**config.mk**
```make
export PLATFORM = sky130hd
export DESIGN_NAME = fb_scanout
export DESIGN_NICKNAME = d
export VERILOG_FILES = /design/src/rtl/fb_scanout.sv
export SDC_FILE = /design/constraint.sdc
export NUM_CORES = 1
export LEC_CHECK = 0
export ABC_AREA = 1
export CAP_MARGIN = 20
export CORE_UTILIZATION = 55
export DETAILED_ROUTE_END_ITERATION = 6
export PLACE_DENSITY = 0.83
export SLEW_MARGIN = 10
export SYNTH_ARGS = -nofsm -noshare
export SYNTH_HDL_FRONTEND = slang
export SYNTH_SLANG_ARGS = --single-unit
```
**constraint.sdc**
```tcl
create_clock -name clk -period 5.1 [get_ports clk]
set_input_delay 0.765 -clock clk [delete_from_list [all_inputs] [get_ports clk]]
set_output_delay 0.765 -clock clk [all_outputs]
set_load 0.01 [all_outputs]
```
**src/rtl/fb_scanout.sv**
```systemverilog
// VGA-timed framebuffer scanout: walks the raster, issues one read address per
// visible pixel and delays timing/coordinates to line up with the read data.
module fb_scanout #(
  parameter int H_ACTIVE = 640,
  parameter int H_FP     = 16,
  parameter int H_SYNC   = 96,
  parameter int H_BP     = 48,
  parameter int V_ACTIVE = 480,
  parameter int V_FP     = 10,
  parameter int V_SYNC   = 2,
  parameter int V_BP     = 33,
  parameter int RD_LAT   = 1
) (
  input  logic        clk,
  input  logic        rst,
  input  logic        enable,
  output logic [18:0] fb_raddr,
  input  logic [23:0] fb_rdata,
  output logic [23:0] pixel,
  output logic [9:0]  counterX,
  output logic [9:0]  counterY,
  output logic        de,
  output logic        hsync,
  output logic        vsync,
  output logic        frame_start,
  output logic        running
);

  localparam logic [9:0] H_ACT  = 10'(H_ACTIVE);
  localparam logic [9:0] V_ACT  = 10'(V_ACTIVE);
  localparam logic [9:0] H_LAST = 10'(H_ACTIVE + H_FP + H_SYNC + H_BP - 1);
  localparam logic [9:0] V_LAST = 10'(V_ACTIVE + V_FP + V_SYNC + V_BP - 1);
  localparam logic [9:0] HS_BEG = 10'(H_ACTIVE + H_FP);
  localparam logic [9:0] HS_END = 10'(H_ACTIVE + H_FP + H_SYNC);
  localparam logic [9:0] VS_BEG = 10'(V_ACTIVE + V_FP);
  localparam logic [9:0] VS_END = 10'(V_ACTIVE + V_FP + V_SYNC);

  typedef enum logic [1:0] {IDLE, RUN, STOPPING} state_t;

  state_t      state;
  state_t      state_next;
  logic [9:0]  h;
  logic [9:0]  v;
  logic        h_end;
  logic        frame_end;
  logic        act;
  logic        hs_n;
  logic        vs_n;

  logic [RD_LAT-1:0]       act_p;
  logic [RD_LAT-1:0]       hs_p;
  logic [RD_LAT-1:0]       vs_p;
  logic [RD_LAT-1:0][9:0]  h_p;
  logic [RD_LAT-1:0][9:0]  v_p;

  assign h_end     = (h == H_LAST);
  assign frame_end = h_end && (v == V_LAST);
  assign running   = (state != IDLE);

  assign act  = running && (h < H_ACT) && (v < V_ACT);
  assign hs_n = !((h >= HS_BEG) && (h < HS_END));
  assign vs_n = !((v >= VS_BEG) && (v < VS_END));

  always_ff @(posedge clk or posedge rst) begin
    if (rst) state <= IDLE;
    else     state <= state_next;
  end

  // A stop request only takes effect at the last pixel of a frame.
  always_comb begin
    state_next = state;
    case (state)
      IDLE:     if (enable) state_next = RUN;
      RUN:      if (!enable) state_next = STOPPING;
      STOPPING: begin
        if (enable)         state_next = RUN;
        else if (frame_end) state_next = IDLE;
      end
      default:  state_next = IDLE;
    endcase
  end

  always_ff @(posedge clk or posedge rst) begin
    if (rst) begin
      h <= '0;
      v <= '0;
    end else if (state == IDLE) begin
      h <= '0;
      v <= '0;
    end else if (h_end) begin
      h <= '0;
      v <= (v == V_LAST) ? 10'd0 : v + 10'd1;
    end else begin
      h <= h + 10'd1;
    end
  end

  // Address tracks v*H_ACTIVE+h by counting visible pixels instead of multiplying.
  always_ff @(posedge clk or posedge rst) begin
    if (rst) begin
      fb_raddr <= '0;
    end else if (state != IDLE) begin
      if (frame_end) fb_raddr <= '0;
      else if (act)  fb_raddr <= fb_raddr + 19'd1;
    end
  end

  always_ff @(posedge clk or posedge rst) begin
    if (rst) begin
      act_p <= '0;
      hs_p  <= '1;
      vs_p  <= '1;
      h_p   <= '0;
      v_p   <= '0;
    end else begin
      act_p[0] <= act;
      hs_p[0]  <= hs_n;
      vs_p[0]  <= vs_n;
      h_p[0]   <= h;
      v_p[0]   <= v;
      for (int i = 1; i < RD_LAT; i++) begin
        act_p[i] <= act_p[i-1];
        hs_p[i]  <= hs_p[i-1];
        vs_p[i]  <= vs_p[i-1];
        h_p[i]   <= h_p[i-1];
        v_p[i]   <= v_p[i-1];
      end
    end
  end

  // Output stage captures the read data together with its delayed timing.
  always_ff @(posedge clk or posedge rst) begin
    if (rst) begin
      pixel       <= '0;
      counterX    <= '0;
      counterY    <= '0;
      de          <= 1'b0;
      hsync       <= 1'b1;
      vsync       <= 1'b1;
      frame_start <= 1'b0;
    end else begin
      pixel       <= act_p[RD_LAT-1] ? fb_rdata : 24'd0;
      counterX    <= h_p[RD_LAT-1];
      counterY    <= v_p[RD_LAT-1];
      de          <= act_p[RD_LAT-1];
      hsync       <= hs_p[RD_LAT-1];
      vsync       <= vs_p[RD_LAT-1];
      frame_start <= act_p[RD_LAT-1] && (h_p[RD_LAT-1] == 10'd0) && (v_p[RD_LAT-1] == 10'd0);
    end
  end

endmodule

```
# Yosys cells after proc, flatten, opt, wreduce, memory -nomap -nowiden
# Index checks and enable logic that the tools add are counted.
classes:
  eq_ne: 7
  muxes: 13
  n_addsub: 3
  order_cmp: 6
  reduce_logical: 17
op_table:
  columns: ["op", "count"]
  rows:
  - ["2-to-1 mux 10 bit", 5]
  - ["2-to-1 mux 19 bit", 2]
  - ["2-to-1 mux 24 bit", 1]
  - ["adder 10 x 1 -> 10 bit, second input constant", 2]
  - ["equality test 10 bit, second input constant", 2]
  - ["zero test 10 bit", 2]
  - ["< comparator 10 bit, second input constant", 2]
  - ["< comparator 10 x 9 -> 1 bit, second input constant", 2]
  - ["adder 19 x 1 -> 19 bit, second input constant", 1]
  - ["greater-or-equal comparator 10 bit, second input constant", 1]
  - ["greater-or-equal comparator 10 x 9 -> 1 bit, second input constant", 1]
  - ["2-to-1 mux 2 bit", 4]
  - ["logical AND 1 bit", 7]
  - ["one-hot mux 2 bit (3 select lines)", 1]
  - ["nonzero test 2 bit", 3]
  - ["inequality test 2 bit, second input constant", 2]
  - ["inequality test 3 bit, second input constant", 1]
  - ["AND reduction 3 bit", 1]
  - ["equality test 2 x 1 -> 1 bit, second input constant", 1]
  - ["equality test 2 bit, second input constant", 1]
  - ["zero test 1 bit", 2]
  - ["zero test 2 bit", 1]
  - ["AND reduction 2 bit", 1]
word_totals:
  elab_cells: 62
  regBits: 112
  out_inout_bits: 68
  in_bits: 27

# Longest topological paths before layout
depth:
  depth_word: 5
  mapped_depth: 9
  ltp_nobuf: 9

# Worst setup path before layout
# OpenSTA, ideal clock, no wires.
synth_timing:
  path_kind: "flip-flop to output port"
  from: "reg state[0]"
  to: "out running"
  arrival_ns: 0.811
  path_stages_with_launch: 4
  required_ns: 4.335
  setup_slack_ns: 3.524
  path_buffers: 1
  cell_sequence: "dfrtp_1 > nor2_2 > inv_2 > buf_4"
synth_between:
  elab_chain_len: 1
synth_lines:
  columns: ["element", "line", "source"]
  rows:
  - ["start, declared", "40", "state_t state;"]
  - ["start signal, assigned", "66", "else state <= state_next;"]
  - ["nonzero test 2 bit", "58", "assign running = (state != IDLE);"]
  - ["end, declared", "26", "output logic running"]
# No other way between the ends.

# Worst setup path in the final report
# Ends and elaborated chain as after synthesis.

==> out/qor.log <==
qor: worst_setup_path.startpoint_type register
qor: cts.cts_sinks 112
qor: sta.worst_case_hold_slack 0.362 ns
qor: route.route.detailed.drc 0
qor: cells_and_area.final_design_area_no_fill 5780 sq um
qor: sta.final-max-slew-violation-count 0
qor: route.wl 9080 um
qor: cells_and_area.postLayoutCoreUtil 73.3%
qor: floorplanning.floorplan.initialDensity 58.1%
qor: cts.tritoncts yes
qor: grt.grt_max_degree 82
qor: sta.report.final.hold_viol_count 0
qor: worst_setup_path.timing.critical_path.fanout_max 12
qor: sta.setup_tns 0 ns
qor: job.max-cap-violations 0
qor: route.drtAntennaViolNets 0
qor: cells_and_area.layout_common_cells 120 x sky130_fd_sc_hd__nand2_1, 108 x sky130_fd_sc_hd__dfrtp_1, 94 x sky130_fd_sc_hd__clkdlybuf4s50_1, 61 x sky130_fd_sc_hd__inv_1
qor: sta.slew_headroom 37.4%
qor: worst_setup_path.setup.worst_path.end_class output pin
qor: cells_and_area.final_nets 616
qor: worst_setup_path.worst_path_required_time 4.34 ns
qor: synthesis.yosys_warnings 0
qor: grt.antenna_violations_before_repair 0
qor: worst_setup_path.worstPathCellList nor2_2, inv_2, clkdlybuf4s50_1
qor: synthesis.seq_total_area_yosys 61.3%
qor: sta.finalCriticalPeriod 2.44 ns
qor: floorplanning.io_pins 95
qor: worst_setup_path.worst_path_dominant_cell_family buffers and inverters
qor: sta.setup_viol 0
qor: floorplanning.placementRows 32
qor: worst_setup_path.crit_type register to output pin
qor: floorplanning.die_ar 8700 sq um
qor: floorplanning.placeableCoreArea 7890 sq um
qor: synthesis.synth_fp_nets 520
qor: place.port_buffers 94
qor: grt.first_pass_grt_wire_length 15000 um
qor: worst_setup_path.r2r_slack 2.67 ns
qor: cts.insertion_delay 0.37 ns
qor: grt.grt_use_total 22.4%
qor: cts.clk_pin_slew 0.10 ns
qor: power_and_ir_drop.irDropWorstVdd 160 uV
qor: cts.cts_hold_buf 0
qor: place.detailed_place_hpwl 6530 um
qor: cells_and_area.area_growth_syn_to_layout 26.3%
qor: status.run_status finished, final reports clean
qor: cells_and_area.final_common_cell sky130_fd_sc_hd__nand2_1
qor: synthesis.post_synthesis_cells 488
qor: route.vias_per_cell 5.06
qor: synthesis.synth_top_cells_by_area sky130_fd_sc_hd__dfrtp_1 59%, sky130_fd_sc_hd__nand2_1 9.8%, sky130_fd_sc_hd__nand3_1 5.5%
qor: route.vias 3494
qor: power_and_ir_drop.powerDensity 297 nW/um^2
qor: cells_and_area.layout_cell_share_with_drive_strength_beyond_1 7.30%
qor: cts.post_cts_resized 0
qor: cts.postCtsSetupRepairBufs 0
qor: synthesis.synth.top_cell.area_share 59.0%
qor: worst_setup_path.critical-path-slowest-cell sky130_fd_sc_hd__clkdlybuf4s50_1
qor: route.post_drt_wl_per_cell 13.1 um
qor: worst_setup_path.cp.arrival 1.68 ns
qor: cts.cts_inserted_buffers 9
qor: route.drt_first_iter_violations 259
qor: synthesis.synth-seq-cells 112
qor: cts.deepest_clock_path_buffer_count 2
qor: sta.maxClockFrequency 409 MHz
qor: synthesis.synth_cell_types 31
qor: sta.rsz0062_at_grt no
qor: floorplanning.y_dimension_of_the_die 93.3 um
qor: power_and_ir_drop.power.leakage 2.89 nW
qor: sta.finalCritPeriodShare 47.9%
qor: grt.first_global_vias 3274
qor: cts.clockRootBuffer sky130_fd_sc_hd__clkbuf_8
qor: synthesis.synth_largest_area_cell sky130_fd_sc_hd__dfrtp_1
qor: floorplanning.die-width 93.3 um
qor: synthesis.avgSynthCellArea 9.39 sq um
qor: route.drt_first_pass_iters 5
qor: min_path.min-delay-path-class register to register
qor: grt.grt_overflow 0
qor: sta.worstMarginPinSlew 0.939 ns
qor: cts.cts_htree_levels 3
qor: worst_setup_path.worst-path-buf-inv 2
qor: worst_setup_path.crit_path_max_incr_delay 0.52 ns
qor: cells_and_area.diodes 0
qor: sta.finalClockSkew 0.0120 ns
qor: place.gpl.final_weighted_congestion 0.925
qor: place.placed_cell_area 5600 sq um
qor: synthesis.post_synth_instance_area 4580 sq um
-- final cells by class --
class	instances	area [sq um]
multi-input cells	295	1440
repair buffers	95	948
fillers	566	2100
clock inverters	4	37.5
well taps	102	128
flip-flops and latches	112	2810
inverters	71	275
clock buffers	12	145
-- sequential cells by signal (all words and copies together) (netlist names), 2 cells and up --
register and cells:
v 10, v_p 10, h 10, counterY 10, state 2, pixel 24
counterX 10, fb_raddr 19, h_p 10
-- report_power, final --
| part | internal (mW) | leakage (nW) | switching, mW | total [mW] |
|---|---|---|---|---|
| Combinational | 0.124 | 1.30 | 0.120 | 0.244 |
| Sequential | 0.942 | 1.49 | 0.0521 | 0.994 |
| Clock | 0.198 | 0.0927 | 0.285 | 0.482 |
-- path summary, 6_finish.rpt --
check                         start      endpoint  cells past startpoint
hold / removal                 hs_p         hsync                      0
max in group asynchronous       rst      pixel[9]                      3
setup reg to reg               h[8]  fb_raddr[17]                      6
hold reg to reg                hs_p         hsync                      0
min in group asynchronous       rst     pixel[22]                      2
setup / recovery           state[0]       running                      3
-- metrics by stage --
step,setup slack (ns),cells,power (mW)
floorplan,1.38,488,1.12
global placement,2.74,675,1.25
detailed placement,2.71,675,1.26
CTS,2.65,691,1.73
global route,2.49,691,1.81
finish,2.66,691,1.72
-- cells by family after synthesis --
logic type	count (synthesis)	share of synthesized area [%]
AOI/OAI and AO/OA	16	1.94
adders and majority gates	5	1.37
buffers and inverters	81	7.21
DFF	112	61.3
and+or+nand+nor	264	26.3
xor gates and xnor gates	10	1.91
-- Yosys cell counts --
cell type / number
sky130_fd_sc_hd__a21oi_1: 4
sky130_fd_sc_hd__buf_2: 4
sky130_fd_sc_hd__buf_4: 2
sky130_fd_sc_hd__buf_6: 1
sky130_fd_sc_hd__clkbuf_1: 3
sky130_fd_sc_hd__clkinv_2: 1
sky130_fd_sc_hd__clkinv_4: 1
sky130_fd_sc_hd__dfrtp_1: 108
sky130_fd_sc_hd__dfstp_2: 4
sky130_fd_sc_hd__ha_1: 5
sky130_fd_sc_hd__inv_1: 62
sky130_fd_sc_hd__inv_2: 7
sky130_fd_sc_hd__nand2_1: 120
sky130_fd_sc_hd__nand2_2: 1
sky130_fd_sc_hd__nand3_1: 50
sky130_fd_sc_hd__nand3_2: 7
sky130_fd_sc_hd__nand3_4: 1
sky130_fd_sc_hd__nand3b_1: 3
sky130_fd_sc_hd__nand4_1: 14
sky130_fd_sc_hd__nor2_1: 50
sky130_fd_sc_hd__nor2_2: 3
sky130_fd_sc_hd__nor2_4: 2
sky130_fd_sc_hd__nor3_1: 10
sky130_fd_sc_hd__nor3b_1: 1
sky130_fd_sc_hd__nor4_1: 2
sky130_fd_sc_hd__o2111ai_1: 1
sky130_fd_sc_hd__o21ai_0: 2
sky130_fd_sc_hd__o21ai_1: 7
sky130_fd_sc_hd__o21bai_1: 2
sky130_fd_sc_hd__xnor2_1: 3
sky130_fd_sc_hd__xor2_1: 7
-- layer usage --
| metal | global-route usage (%) | vias up | wire length (um) |
|---|---|---|---|
| li1 | - | 1726 | - |
| met1 | 30.6 | 1633 | 4190 |
| met2 | 35.8 | 123 | 4190 |
| met3 | 4.31 | 12 | 553 |
| met4 | 8.33 | 0 | 144 |
| met5 | 0 | - | 0 |
-- worst reg2reg max path, delay by kind of cell, from the launching register on --
kind / cells / cell delay, ns
simple gates: 4 / 1.11
buf+inv: 1 / 0.52
flops: 1 / 0.46
compound gates: 1 / 0.24
(Power assumes the default switching activity.)
